==> config.mk <==
export PLATFORM = sky130hd
export DESIGN_NAME = avalon_mm_reg_master
export DESIGN_NICKNAME = d
export VERILOG_FILES = /design/src/rtl/reg_master_pkg.sv /design/src/rtl/timeout_counter.sv /design/src/rtl/avalon_mm_reg_master.sv
export SDC_FILE = /design/constraint.sdc
export NUM_CORES = 1
export LEC_CHECK = 0
export ABC_CLOCK_PERIOD_IN_PS = 4000
export CAP_MARGIN = 20
export CORE_MARGIN = 4
export CORE_UTILIZATION = 45
export CTS_CLUSTER_SIZE = 25
export DETAILED_ROUTE_END_ITERATION = 6
export PLACE_DENSITY = 0.85
export SYNTH_ARGS = -nofsm -noshare
export SYNTH_HDL_FRONTEND = slang
export SYNTH_SLANG_ARGS = --single-unit
==> constraint.sdc <==
create_clock -name clk -period 4 [get_ports clk]
set_input_delay 0.8 -clock clk [delete_from_list [all_inputs] [get_ports clk]]
set_output_delay 0.8 -clock clk [all_outputs]
set_load 0.005 [all_outputs]
==> src/rtl/reg_master_pkg.sv <==
// Shared types and constants for the Avalon-MM register master.
package reg_master_pkg;

  typedef enum logic [1:0] {
    IDLE    = 2'd0,
    REQ     = 2'd1,
    RD_WAIT = 2'd2,
    RESP    = 2'd3
  } state_e;

  localparam int DEFAULT_TIMEOUT = 255;

endpackage

==> src/rtl/timeout_counter.sv <==
// Stall-cycle counter: expired fires on the enabled cycle that brings the count to TIMEOUT.
module timeout_counter
  import reg_master_pkg::*;
#(
  parameter int TIMEOUT = DEFAULT_TIMEOUT
) (
  input  logic clk,
  input  logic rst_n,
  input  logic clear,
  input  logic enable,
  output logic expired
);

  localparam int CW = $clog2(TIMEOUT + 1);

  logic [CW-1:0] count_q, count_d;

  // NOTE: every _d is given its default first, so no path through the block can infer a latch.
  always_comb begin
    count_d = count_q;
    if (clear) begin
      count_d = '0;
    end else if (enable) begin
      count_d = count_q + CW'(1);
    end
  end

  assign expired = enable && !clear && (count_q == CW'(TIMEOUT - 1));

  // NOTE: sequential state uses non-blocking assignments so all flops update together at the edge.
  always_ff @(posedge clk or negedge rst_n) begin
    if (!rst_n) begin
      count_q <= '0;
    end else begin
      count_q <= count_d;
    end
  end

endmodule

==> src/rtl/avalon_mm_reg_master.sv <==
// Turns single register commands into Avalon-MM transfers, one outstanding at a time,
// returning read data or a timeout error for every command.
module avalon_mm_reg_master
  import reg_master_pkg::*;
#(
  parameter int                ADDR_W    = 32,
  parameter int                DATA_W    = 32,
  parameter logic [ADDR_W-1:0] ADDR_BASE = '0,
  parameter int                TIMEOUT   = DEFAULT_TIMEOUT
) (
  input  logic              clk,
  input  logic              rst_n,
  input  logic              cmd_valid,
  output logic              cmd_ready,
  input  logic              cmd_write,
  input  logic [ADDR_W-1:0] cmd_addr,
  input  logic [DATA_W-1:0] cmd_wdata,
  output logic              rsp_valid,
  input  logic              rsp_ready,
  output logic [DATA_W-1:0] rsp_rdata,
  output logic              rsp_err,
  output logic [ADDR_W-1:0] mm_address,
  output logic              mm_read,
  output logic              mm_write,
  output logic [DATA_W-1:0] mm_writedata,
  input  logic              mm_waitrequest,
  input  logic [DATA_W-1:0] mm_readdata,
  input  logic              mm_readdatavalid
);

  state_e            state_q, state_d;
  logic              cmd_ready_q, cmd_ready_d;
  logic              rsp_valid_q, rsp_valid_d;
  logic [DATA_W-1:0] rsp_rdata_q, rsp_rdata_d;
  logic              rsp_err_q, rsp_err_d;
  logic              mm_read_q, mm_read_d;
  logic              mm_write_q, mm_write_d;
  logic [ADDR_W-1:0] mm_address_q, mm_address_d;
  logic [DATA_W-1:0] mm_writedata_q, mm_writedata_d;
  logic              cnt_clear, cnt_enable, cnt_expired;

  timeout_counter #(.TIMEOUT(TIMEOUT)) u_timeout (
    .clk    (clk),
    .rst_n  (rst_n),
    .clear  (cnt_clear),
    .enable (cnt_enable),
    .expired(cnt_expired)
  );

  always_comb begin
    state_d        = state_q;
    cmd_ready_d    = cmd_ready_q;
    rsp_valid_d    = rsp_valid_q;
    rsp_rdata_d    = rsp_rdata_q;
    rsp_err_d      = rsp_err_q;
    mm_read_d      = mm_read_q;
    mm_write_d     = mm_write_q;
    mm_address_d   = mm_address_q;
    mm_writedata_d = mm_writedata_q;
    cnt_clear      = 1'b0;
    cnt_enable     = 1'b0;

    unique case (state_q)
      IDLE: begin
        if (cmd_valid) begin
          mm_address_d   = ADDR_BASE + cmd_addr;
          mm_writedata_d = cmd_write ? cmd_wdata : '0;
          mm_write_d     = cmd_write;
          mm_read_d      = !cmd_write;
          cmd_ready_d    = 1'b0;
          cnt_clear      = 1'b1;
          state_d        = REQ;
        end
      end

      REQ: begin
        if (mm_waitrequest) begin
          cnt_enable = 1'b1;
          if (cnt_expired) begin
            mm_write_d  = 1'b0;
            mm_read_d   = 1'b0;
            rsp_err_d   = 1'b1;
            rsp_rdata_d = '0;
            rsp_valid_d = 1'b1;
            state_d     = RESP;
          end
        end else if (mm_write_q) begin
          mm_write_d  = 1'b0;
          rsp_err_d   = 1'b0;
          rsp_rdata_d = '0;
          rsp_valid_d = 1'b1;
          state_d     = RESP;
        end else begin
          mm_read_d = 1'b0;
          // A zero-latency slave returns data in the same cycle it accepts the read.
          if (mm_readdatavalid) begin
            rsp_rdata_d = mm_readdata;
            rsp_err_d   = 1'b0;
            rsp_valid_d = 1'b1;
            state_d     = RESP;
          end else begin
            cnt_clear = 1'b1;
            state_d   = RD_WAIT;
          end
        end
      end

      RD_WAIT: begin
        if (mm_readdatavalid) begin
          rsp_rdata_d = mm_readdata;
          rsp_err_d   = 1'b0;
          rsp_valid_d = 1'b1;
          state_d     = RESP;
        end else begin
          cnt_enable = 1'b1;
          if (cnt_expired) begin
            rsp_err_d   = 1'b1;
            rsp_rdata_d = '0;
            rsp_valid_d = 1'b1;
            state_d     = RESP;
          end
        end
      end

      RESP: begin
        if (rsp_ready) begin
          rsp_valid_d = 1'b0;
          cmd_ready_d = 1'b1;
          state_d     = IDLE;
        end
      end

      default: state_d = IDLE;
    endcase
  end

  always_ff @(posedge clk or negedge rst_n) begin
    if (!rst_n) begin
      state_q        <= IDLE;
      cmd_ready_q    <= 1'b1;
      rsp_valid_q    <= 1'b0;
      rsp_rdata_q    <= '0;
      rsp_err_q      <= 1'b0;
      mm_read_q      <= 1'b0;
      mm_write_q     <= 1'b0;
      mm_address_q   <= '0;
      mm_writedata_q <= '0;
    end else begin
      state_q        <= state_d;
      cmd_ready_q    <= cmd_ready_d;
      rsp_valid_q    <= rsp_valid_d;
      rsp_rdata_q    <= rsp_rdata_d;
      rsp_err_q      <= rsp_err_d;
      mm_read_q      <= mm_read_d;
      mm_write_q     <= mm_write_d;
      mm_address_q   <= mm_address_d;
      mm_writedata_q <= mm_writedata_d;
    end
  end

  assign cmd_ready    = cmd_ready_q;
  assign rsp_valid    = rsp_valid_q;
  assign rsp_rdata    = rsp_rdata_q;
  assign rsp_err      = rsp_err_q;
  assign mm_read      = mm_read_q;
  assign mm_write     = mm_write_q;
  assign mm_address   = mm_address_q;
  assign mm_writedata = mm_writedata_q;

endmodule

==> results.sh <==
export IMPL_num_io_pins=204
export IMPL_drive_gt1_share_pct=10.07
export IMPL_fp_row_count=36
export IMPL_synthCells=391
export IMPL_crit_chain="clkdlybuf4s50_1 > and2_1 > o21ai_4 > or3_4 > a32o_1"
export IMPL_setup_viol=0
export IMPL_gp_congestion=0.8776
export IMPL_first_pass_iters=4
export IMPL_die_area_um2=12030
export IMPL_critPathKind="in2reg"
export IMPL_fmax_mhz=381.9
export IMPL_power_leakage_nw=2.940
export IMPL_dp_cells=704
export IMPL_yosysMostFrequentCell="dfrtp_1"
export IMPL_synth_area_um2=4652
export IMPL_worstHoldPathType="reg2reg"
export IMPL_yosysTopAreaCellShare_pct=59.17
export IMPL_crit_path_start_kind="input pin"
export IMPL_timing_setup_tns_ns=0
export IMPL_fillers=714
export IMPL_hpwlAfterDp_um=9085
export IMPL_slew_viol_final=0
export IMPL_maxSlewHeadroom_pct=37.50
export IMPL_ys_types=40
export IMPL_grt_first_pass_wirelength_um=19050
export IMPL_tightest_slew_ns=0.9375
export IMPL_critical_path_buf_inv_count=1
export IMPL_cp_max_fo=38
export IMPL_synth_ff_type="dfrtp_1"
export IMPL_io_buffers=203
export IMPL_post_route_period_util_pct=65.46
export IMPL_ctsResizeCount=0
export IMPL_layout_cells_non_filler=719
export IMPL_cp_end_kind="flop"
export IMPL_cap_viol_max_count=0
export IMPL_grt_max_degree=98
export IMPL_synthArstFlopShare_pct=100.0
export IMPL_htree_num_levels=3
export IMPL_ff2ff_setup_slack_ns=1.55
export IMPL_ys_seq_area_share_pct=59.74
export IMPL_fp_dieW_um=109.7
export IMPL_met3_length_um=1183
export IMPL_grt_overflow=0
export IMPL_yosysWarnings=0
export IMPL_worstPathArrival_ns=2.87
export IMPL_finalPower_mw=4.772
export IMPL_rsz0062_at_grt="no"
export IMPL_fin_area_um2=6932
export IMPL_powerDensity_nw_per_um2=688.4
export IMPL_worstPathRequired_ns=4.25
export IMPL_netlist_top_cells_count="dfrtp_1, nand2_1, o21ai_0"
export IMPL_totalWireLength_um=12320
export IMPL_hold_buffers=0
export IMPL_die_height_um=109.7
export IMPL_clock_latency_ns=0.37
export IMPL_initial_utilization_pct=46.94
export IMPL_cpPeakStageDelay_ns=0.67
export IMPL_synth_edf_count=0
export IMPL_post_cts_buffers=0
export IMPL_drt_antenna_violating_nets=0
export IMPL_clk_pin_slew_worst_paths_ns=0.09
export IMPL_cts_root_buffer="clkbuf_8"
export IMPL_area_growth_synth_to_final_pct=49.00
export IMPL_syn_avg_cell_area_um2=11.90
export IMPL_synth_seq_cells=111
export IMPL_status="finished, final reports clean"
export IMPL_cts_tree="yes"
export IMPL_top_layer_used="met4"
export IMPL_hold_viol=0
export IMPL_clock_sinks=111
export IMPL_drcViolationCount=0
export IMPL_cp_top_family="simple AND/OR/NAND/NOR gates"
export IMPL_ir_drop_v=0.0003503
export IMPL_drtIter0Drc=261
export IMPL_whs_ns=0.4862
export IMPL_synth_top_cells_by_area="dfrtp_1, mux2_2, a32o_1"
export IMPL_coreArea_um2=9910
export IMPL_place_area_um2=6759
export IMPL_numCtsBuffers=9
export IMPL_clock_skew_final_ns=0.01705
export IMPL_slowest_stage="clkdlybuf4s50_1"
export IMPL_grt_pass1_vias=3917
export IMPL_synthesis_nets=502
export IMPL_n_antenna_cell=0
export IMPL_synth_area_leader_cell="dfrtp_1"
export IMPL_grt_antenna_before_repair=0
export IMPL_final_nets=693
export IMPL_post_route_min_period_ns=2.618
export IMPL_via_per_inst=5.238
export IMPL_wire_per_inst_um=17.13
export IMPL_wirelength_met1_um=4630
export IMPL_met2_length_um=6244
export IMPL_grt_util_all_layers_pct=20.38
export IMPL_clockBufferDepth=2
export IMPL_vias=3766
-- state kept, by name, indices dropped and copies added (netlist names) --
signal	count
rsp_valid	1
mm_read	1
rsp_err	1
state_q	2
mm_writedata	32
cmd_ready	1
mm_address	32
u_timeout.count_q	8
mm_write	1
rsp_rdata	32
-- per-layer routing --
layer / GRT usage, % / vias to the layer above
met5: 0 / -
met4: 5.521 / 0
met3: 7.692 / 16
met2: 35.35 / 153
met1: 23.68 / 1829
li1: - / 1768
-- layout by cell type (no fill, tap or decap), types with 2 or more instances in the layout --
cell,netlist,routed
a21oi_1,8,8
mux2i_1,2,2
nor3b_1,2,2
or4_1,2,2
mux2_2,33,33
inv_1,7,7
nor2_1,10,10
nand2b_1,3,3
xor2_1,4,4
o21ai_0,36,36
clkbuf_8,0,9
o211ai_1,2,2
o2111ai_1,3,3
nand2_1,73,72
a21o_1,3,3
clkdlybuf4s50_1,0,202
and2_1,4,4
and4_1,2,2
dfrtp_1,110,110
ha_1,8,8
a32o_1,32,32
clkinv_4,0,3
nand4_1,2,2
o31ai_1,3,3
buf_4,1,5
-- worst register-to-register path, cell delays in order, from the launching register on --
cell     delay [ns]
dfrtp_1        0.44
inv_1          0.12
ha_1           0.38
and2_1         0.34
o21ai_4        0.12
or3_4          0.58
a32o_1         0.35
-- cell families (layout without fill, tap and decap cells) --
family | count (synthesis) | after routing | synth area share, %
multiplexers | 35 | 35 | 8.419
XOR/XNOR | 5 | 5 | 0.9413
buffers and inverters | 35 | 230 | 3.604
adder cells (fa/ha/maj) | 8 | 8 | 2.152
AO/OA/AOI/OAI | 94 | 94 | 15.06
AND/OR/NAND/NOR | 103 | 103 | 10.09
flip-flops | 111 | 111 | 59.74
-- path summary, 6_finish.rpt --
path                                               from                            to  depth (start not counted)
min reg2reg                mm_writedata[22]$_DFFE_PN0P_  mm_writedata[22]$_DFFE_PN0P_                          2
max reg2reg                      state_q[1]$_DFFE_PN0P_     rsp_rdata[16]$_DFFE_PN0P_                          6
min in group asynchronous                         rst_n      rsp_rdata[9]$_DFFE_PN0P_                          1
min                        mm_writedata[22]$_DFFE_PN0P_  mm_writedata[22]$_DFFE_PN0P_                          2
max                                      mm_waitrequest     rsp_rdata[16]$_DFFE_PN0P_                          5
max in group asynchronous                         rst_n  mm_writedata[11]$_DFFE_PN0P_                          2
-- area by class of cell --
| type | instances | area, um^2 | area share [%] |
|---|---|---|---|
| sequential | 111 | 2779 | 40.09 |
| timing repair buffer | 208 | 2074 | 29.93 |
| multi-input combinational | 245 | 1713 | 24.71 |
| tap | 133 | 166.4 | 2.401 |
| clock buffer | 10 | 127.6 | 1.841 |
| clock inverter | 5 | 45.04 | 0.6498 |
| inverter | 7 | 26.28 | 0.3791 |
-- through the flow --
stage	util (%)	worst slack [ns]
detailed placement	68.21	1.039
finish	69.95	1.382
global route	69.95	1.311
global placement	68.06	0.9330
CTS	69.95	1.421
floorplan	-	1.768
-- power by group --
group	internal (mW)	switching [mW]	total [mW]
registers	1.62	0.275	1.89
logic	1.39	0.874	2.27
clock network	0.232	0.379	0.610
Note: power is estimated with default switching activity, not from simulation.
